**config.mk**
```make
export PLATFORM = sky130hd
export DESIGN_NAME = pipeline_out_fifo_flat
export DESIGN_NICKNAME = d
export VERILOG_FILES = /design/src/rtl/pipeline_out_fifo_if.sv /design/src/rtl/pipeline_out_fifo.sv /design/src/flat_wrapper.sv
export SDC_FILE = /design/constraint.sdc
export NUM_CORES = 1
export LEC_CHECK = 0
export BUFFER_PORTS_ARGS = -buffer_cell sky130_fd_sc_hd__buf_2
export CAP_MARGIN = 40
export CORE_UTILIZATION = 55
export CTS_CLUSTER_SIZE = 25
export DETAILED_ROUTE_END_ITERATION = 12
export PLACE_DENSITY = 0.77
export SYNTH_ARGS = -nofsm -noshare
export SYNTH_HDL_FRONTEND = slang
export SYNTH_SLANG_ARGS = --single-unit
```
**constraint.sdc**
```tcl
create_clock -name clk -period 2.5 [get_ports clk]
set_clock_uncertainty 0.2 [all_clocks]
set_input_delay 0.125 -clock clk [delete_from_list [all_inputs] [get_ports clk]]
set_output_delay 0.125 -clock clk [all_outputs]
set_load 0.03 [all_outputs]
```
**src/rtl/pipeline_out_fifo_if.sv**
```systemverilog
// Handshake bundle for the pipeline output FIFO: upstream push side and downstream show-ahead pop side.
interface pipeline_out_fifo_if #(
  parameter int unsigned DATA_WIDTH = 32,
  parameter int unsigned DEPTH      = 4
);
  localparam int unsigned CW = $clog2(DEPTH) + 1;

  logic [DATA_WIDTH-1:0] u_data;
  logic                  u_valid;
  logic                  u_ready;
  logic [DATA_WIDTH-1:0] d_data;
  logic                  d_valid;
  logic                  d_ready;
  logic [CW-1:0]         d_count;
  logic                  d_afull;

  // Environment side: feeds the upstream words and the consumer's ready.
  modport master (
    output u_data, u_valid, d_ready,
    input  u_ready, d_data, d_valid, d_count, d_afull
  );

  // FIFO side.
  modport slave (
    input  u_data, u_valid, d_ready,
    output u_ready, d_data, d_valid, d_count, d_afull
  );
endinterface

```
**src/rtl/pipeline_out_fifo.sv**
```systemverilog
// Elastic show-ahead output buffer behind the common-ready pipeline.
// u_ready is a flop, so consumer stalls never reach the pipeline ready chain combinationally.
module pipeline_out_fifo #(
  parameter int unsigned DATA_WIDTH   = 32,
  parameter int unsigned DEPTH        = 4,
  parameter int unsigned AFULL_THRESH = 3
) (
  input  logic             clk,
  input  logic             rst_n,
  pipeline_out_fifo_if.slave bus
);
  localparam int unsigned ADDR_WIDTH = $clog2(DEPTH);
  localparam int unsigned CW         = ADDR_WIDTH + 1;

  logic [DATA_WIDTH-1:0] mem_q [DEPTH];
  logic [ADDR_WIDTH-1:0] wr_ptr_q, wr_ptr_d;
  logic [ADDR_WIDTH-1:0] rd_ptr_q, rd_ptr_d;
  logic [CW-1:0]         count_q, count_d;
  logic                  u_ready_q, u_ready_d;
  logic                  push, pop;

  assign push = bus.u_valid & u_ready_q;
  assign pop  = (count_q != '0) & bus.d_ready;

  // DEPTH is a power of two, so pointer wrap is plain modular increment.
  always_comb begin
    wr_ptr_d  = wr_ptr_q;
    rd_ptr_d  = rd_ptr_q;
    count_d   = count_q + CW'(push) - CW'(pop);
    u_ready_d = (count_d != CW'(DEPTH));
    if (push) wr_ptr_d = wr_ptr_q + 1'b1;
    if (pop)  rd_ptr_d = rd_ptr_q + 1'b1;
  end

  always_ff @(posedge clk) begin
    if (!rst_n) begin
      wr_ptr_q  <= '0;
      rd_ptr_q  <= '0;
      count_q   <= '0;
      u_ready_q <= 1'b0;
    end else begin
      wr_ptr_q  <= wr_ptr_d;
      rd_ptr_q  <= rd_ptr_d;
      count_q   <= count_d;
      u_ready_q <= u_ready_d;
    end
  end

  always_ff @(posedge clk) begin
    if (push) mem_q[wr_ptr_q] <= bus.u_data;
  end

  always_ff @(posedge clk) begin
    if (rst_n) begin
      assert (!(push && count_q == CW'(DEPTH)))
        else $error("pipeline_out_fifo: push while full");
      assert (!(pop && count_q == '0))
        else $error("pipeline_out_fifo: pop while empty");
    end
  end

  assign bus.u_ready = u_ready_q;
  assign bus.d_valid = (count_q != '0);
  assign bus.d_data  = mem_q[rd_ptr_q];
  assign bus.d_count = count_q;
  assign bus.d_afull = (count_q >= CW'(AFULL_THRESH));
endmodule

```
**src/flat_wrapper.sv**
```systemverilog
// flat-port wrapper written by rule: the top's interface ports become plain ports
module pipeline_out_fifo_flat 
#(
  parameter int unsigned DATA_WIDTH   = 32,
  parameter int unsigned DEPTH        = 4,
  parameter int unsigned AFULL_THRESH = 3
)
  (clk, rst_n, bus_u_data, bus_u_valid, bus_d_ready, bus_u_ready, bus_d_data, bus_d_valid, bus_d_count, bus_d_afull);
  pipeline_out_fifo_if #(.DATA_WIDTH(DATA_WIDTH), .DEPTH(DEPTH)) bus_i ();
  input  logic clk;
  input  logic rst_n;
  input wire logic [$bits(bus_i.u_data)-1:0] bus_u_data;
  input wire logic [$bits(bus_i.u_valid)-1:0] bus_u_valid;
  input wire logic [$bits(bus_i.d_ready)-1:0] bus_d_ready;
  output wire logic [$bits(bus_i.u_ready)-1:0] bus_u_ready;
  output wire logic [$bits(bus_i.d_data)-1:0] bus_d_data;
  output wire logic [$bits(bus_i.d_valid)-1:0] bus_d_valid;
  output wire logic [$bits(bus_i.d_count)-1:0] bus_d_count;
  output wire logic [$bits(bus_i.d_afull)-1:0] bus_d_afull;
  assign bus_i.u_data = bus_u_data;
  assign bus_i.u_valid = bus_u_valid;
  assign bus_i.d_ready = bus_d_ready;
  assign bus_u_ready = bus_i.u_ready;
  assign bus_d_data = bus_i.d_data;
  assign bus_d_valid = bus_i.d_valid;
  assign bus_d_count = bus_i.d_count;
  assign bus_d_afull = bus_i.d_afull;
  pipeline_out_fifo #(.DATA_WIDTH(DATA_WIDTH), .DEPTH(DEPTH), .AFULL_THRESH(AFULL_THRESH)) u_core (.clk(clk), .rst_n(rst_n), .bus(bus_i));
endmodule
```
# ---- After elaboration in Yosys (flattened, before gate mapping)
# Memory sizes are Yosys's and may differ from the RTL's. A register that Yosys moved wholly into a read port is not among the register bits.
# Cells that the tools add are included.
dict set report totals {
  ff_bits 8
  ramBits 128
  in_bits 36
  out_inout_bits 38
  word_cells 18
  n_memories 1
}
dict set report classes {
  n_addsub 4
  magnitude_cmp 1
  eq_ne 1
  n_mux 4
  n_bitwise 2
  n_reduce_logical 1
}
# name words width read_ports rd_ports_with_merged_regs write_ports line
set mem_list {}
lappend mem_list {u_core.mem_q 4 32 1 1 1 pipeline_out_fifo.sv:15} ;# logic [DATA_WIDTH-1:0] mem_q [DEPTH];
# cell count
set ops {}
lappend ops {{2-bit by 1-bit adder with 2-bit output, second input constant} 2}
lappend ops {{2-bit two-way mux} 2}
lappend ops {{3-bit by 1-bit adder with 3-bit output} 1}
lappend ops {{3-bit by 2-bit greater-or-equal comparator with 1-bit output, second input constant} 1}
lappend ops {{3-bit != test, second input constant} 1}
lappend ops {{3-bit nonzero test} 1}
lappend ops {{3-bit by 1-bit subtractor with 3-bit output} 1}
lappend ops {{1-bit bitwise AND} 2}
lappend ops {{1-bit two-way mux} 2}

# ---- Longest topological paths before layout
dict set report logic_depth {
  depth_word 4
  depth_mapped 7
  depth_no_buf 7
}

# ---- Least setup slack after synthesis
# OpenSTA, ideal clock, no wires.
dict set report synth_path {
  path_type {register -> register}
  start {reg u_core.count_q[1] (netlist: u_core.bus.d_count[1])}
  end {reg u_core.u_ready_q (netlist: u_core.bus.u_ready)}
  setup_time_ns 0.120
  arrival_time_ns 2.022
  required_ns 2.180
  setup_slack_ns 0.158
  path_stages_with_launch 8
  n_path_buf 0
  period_less_slack_ns 2.342
  path_cell_list {dfxtp_1 -> o31a_1 -> ha_1 -> inv_1 -> ha_1 -> fa_1 -> xnor2_1 -> o31a_1}
}
dict set report synth_between {
  elab_chain_cells 4
  elab_cells_between_ends 5
  classes_between {add/sub: 2; eq/ne: 1; bitwise: 1; reduce/logical: 1}
}
# element line
set synth_lines {}
lappend synth_lines {{start: declaration} pipeline_out_fifo.sv:18} ;# logic [CW-1:0] count_q, count_d;
lappend synth_lines {{start signal: assignment} pipeline_out_fifo.sv:44} ;# count_q <= count_d;
lappend synth_lines {{3-bit nonzero test} pipeline_out_fifo.sv:23} ;# assign pop = (count_q != '0) & bus.d_ready;
lappend synth_lines {{1-bit bitwise AND} pipeline_out_fifo.sv:23}
lappend synth_lines {{net u_core.pop} pipeline_out_fifo.sv:20} ;# logic push, pop;
lappend synth_lines {{3-bit by 1-bit subtractor with 3-bit output} pipeline_out_fifo.sv:29} ;# count_d = count_q + CW'(push) - CW'(pop);
lappend synth_lines {{3-bit != test} pipeline_out_fifo.sv:30} ;# u_ready_d = (count_d != CW'(DEPTH));
lappend synth_lines {{end signal: assignment} pipeline_out_fifo.sv:45} ;# u_ready_q <= u_ready_d;
lappend synth_lines {{end: declaration} pipeline_out_fifo.sv:19} ;# logic u_ready_q, u_ready_d;
# The timed path passes the listed nets, and every way through them passes these cells.
# A chain may end at the register's enable or synchronous reset.

==> impl_results.md <==
* Slew @ Worst Pin at 0.487 ns
* DRC violations left at 0
* Largest net degree at the start of global routing at 33
* Row cnt at 35
* CTS H-tree depth at 4
* Clk pin slew, worst setup/hold paths at approximately 0.060 ns
* Ys flop type: edfxtp_1
* Synthesized instance count at about 220
* # setup viols final at 0
* Synthesized Nets at about 270
* Core Area at slightly above 0.009 mm²
* Top cells by area, synth: edfxtp_1, mux4_2, dfxtp_1, ha_1, buf_12
* Layout cells sized above 1 at just over 40%
* Wire length per cell at ~19 µm
* Max clock buf depth at 2
* Most common cell after layout, fill and taps aside: edfxtp_1
* Num CTS Buffers at 17
* GRT Resource Usage Total at about 20%
* Final net count at between 300 and 400
* Total power at 7.34 mW
* Peak VDD IR at between 0.5 and 0.6 mV
* Max cap viols at 0
* Die area at between 0.009 and 0.01 mm²
* Worst slew margin at between 60% and 70%
* Internal power at ~5.3 mW
* EDFF count, synth at approximately 130
* Vias post-DR at 2,564
* Critical Path RT at about 2.2 ns
* Hpwl dp at approximately 5300 µm
* Synth cell types at 24
* CP Capture Type: output pin
* Hold_ws at ~0.16 ns
* Antenna diode count at 0
* Die H at 99.1 µm
* Final min period at approximately 2.4 ns
* Reg2Reg Depth at 7
* DR vias/cell at about 5.4
* Ys Warns at 0
* GPL Wtd Cong at about 0.73
* Met1 usage at approximately a quarter
* FILL cells at between 500 and 600
* Synth top area share at approximately three quarters
* Combinational cell fraction of total power at a little under a quarter
* Initial DRC Count at approximately 140
* Grt total ovfl at 0
* Setup TNS at 0 ns
* Initial core utilization at a little under three fifths
* R2R setup slack at about 0.19 ns
* Hold Crit Depth at 2
* Leakage at between 2 and 2.5 nW
* Vias in the first global route at around 2.6k
* FMAX at 0.421 GHz
* Global-route wire length before repair at ~14,000 µm
* # clock sinks at 138
* Register area share after synthesis at 78.0%
* Fin util at roughly 73%
* Routing usage on met2 at 32.1%
* Worst reg2reg path endpoint: u_core.bus.u_ready
* Commonest cells after routing, fill and taps aside: edfxtp_1, buf_2, dlygate4sd3_1
* Layout area overhead at 29.7%
* RSZ-0062 raised after global routing: no
* Crit path DAT at 2.05 ns
* Critical-path maximum fanout at 9
* Synth area leader: edfxtp_1
* Worst-Skew Late Latency at 0.51 ns
* CP startpoint kind: flop
* Crit path kind: flop to output pin
* Clk pwr share at a little under two fifths
* Worst r2r src: u_core.bus.d_count[1]
* Global routing's busiest layer: met2
* Power Density at between 1000 and 1500 mW/mm²
* Initial antenna violation count at 0
* CTS tree: built
* Run status: finished clean
* GR Layer Usage met3 at about 5.5%
* Mapped cell area at ~0.0052 mm²
* Sw Share at between 20% and 30%
* Post-CTS Setup Bufs at 0
* #FFs+latches synth at around 140
* Post-route clock period utilization at between 90 and 100%
* Root Driver: clkbuf_8
* Hold/Removal Path Class: primary input to flop
* Top-level I/O count at 74
* Hold path start: bus_u_data[29]
* Final Max Tran Viols at 0
* Synth Area per Inst at 23.5 µm²
* Die width at approximately 100 µm
* Port buffer count at 73
* End of the worst hold path: u_core.mem_q[2][29]
* Final Hold Vio Count at 0
* Final ANT Viol Nets at 0
* Synth async-reset ratio at 0%
* Total Routed Length at roughly 9000 µm
* Switch Pwr at slightly above 2 mW
* Drt pass-1 iters at 4
* Share of power burned in registers at ~39%
cell type report:
| type | count | area, µm² | area share, % |
|---|---|---|---|
| Multi-Input combinational cell | 68 | 1030 | 15.3 |
| Tap cell | 111 | 139 | 2.06 |
| Clock inverter | 13 | 239 | 3.55 |
| Timing Repair Buffer | 117 | 821 | 12.2 |
| Inverter | 8 | 30.0 | 0.446 |
| Clock buffer | 19 | 422 | 6.27 |
| Sequential cell | 138 | 4050 | 60.2 |
through the flow:
stage,worst slack (ns),instance area [µm²],std cells
after detailed placement,0.222,5720,407
after CTS,0.0721,6730,474
after floorplan,0.158,5180,221
final,0.127,6730,474
after global placement,0.252,5720,407
after global routing,0.0196,6730,474
sequential cells by signal, summed over array words and instances, names as in the netlist, named ones only:
| signal | cells |
|---|---|
| u_core.mem_q | 128 |
| u_core.bus.d_count | 3 |
| u_core.rd_ptr_q | 2 |
| u_core.wr_ptr_q | 2 |
| u_core.bus.u_ready | 1 |
logic make-up after synthesis:
kind of cell | after synthesis | share of synthesized area (%)
flops | 138 | 78.0
mux | 35 | 14.6
simple gates | 16 | 1.71
buf+inv | 15 | 2.24
compound gates | 8 | 1.18
fa+ha+maj | 8 | 2.08
xor+xnor | 1 | 0.169
routing by layer:
| metal | vias up | share of wire (%) |
|---|---|---|
| li1 | 1183 | - |
| met5 | - | 0 |
| met2 | 70 | 50 |
| met4 | 0 | 1.2 |
| met1 | 1299 | 44 |
| met3 | 12 | 4.0 |
synth_stat cells (3+ instances only):
| library cell | instances |
|---|---|
| mux4_2 | 30 |
| ha_1 | 7 |
| dfxtp_1 | 10 |
| and2_1 | 3 |
| buf_12 | 3 |
| and3_1 | 4 |
| buf_2 | 3 |
| mux2i_1 | 3 |
| nand2_1 | 3 |
| inv_1 | 8 |
| edfxtp_1 | 128 |
power by group through the flow:
stage / clock network [mW] / registers, mW / logic (mW)
3_5_place_dp: 0 / 2.91 / 1.69
2_1_floorplan: 0 / 2.89 / 1.29
4_1_cts: 2.80 / 2.86 / 1.75
3_3_place_gp: 0 / 2.90 / 1.68
5_1_grt: 2.90 / 2.89 / 1.83
6_report: 2.76 / 2.86 / 1.72
worst max-delay path, cell delays in order, from the launching register on:
cell and delay, ns:
dfxtp_2 0.50, buf_4 0.29, mux4_2 0.54, buf_2 0.20
worst max-delay path by stage:
stage / start / to / slack, ns
floorplan: u_core.bus.d_count[1] / u_core.bus.u_ready / 0.16
global placement: u_core.bus.d_count[1] / u_core.bus.u_ready / 0.25
detailed placement: u_core.bus.d_count[1] / u_core.bus.u_ready / 0.22
CTS: flop / bus_d_data[26] / 0.07
global route: flop / bus_d_data[26] / 0.02
finish: flop / bus_d_data[26] / 0.13
timing repair:
| item | 4_1_cts | 5_1_grt |
|---|---|---|
| gates resized for setup | 0 | 0 |
| endpoints found under the hold margin | 138 | 0 |
| hold buffers | 35 | 0 |
No activity file was read; power rests on OpenSTA's default activity.
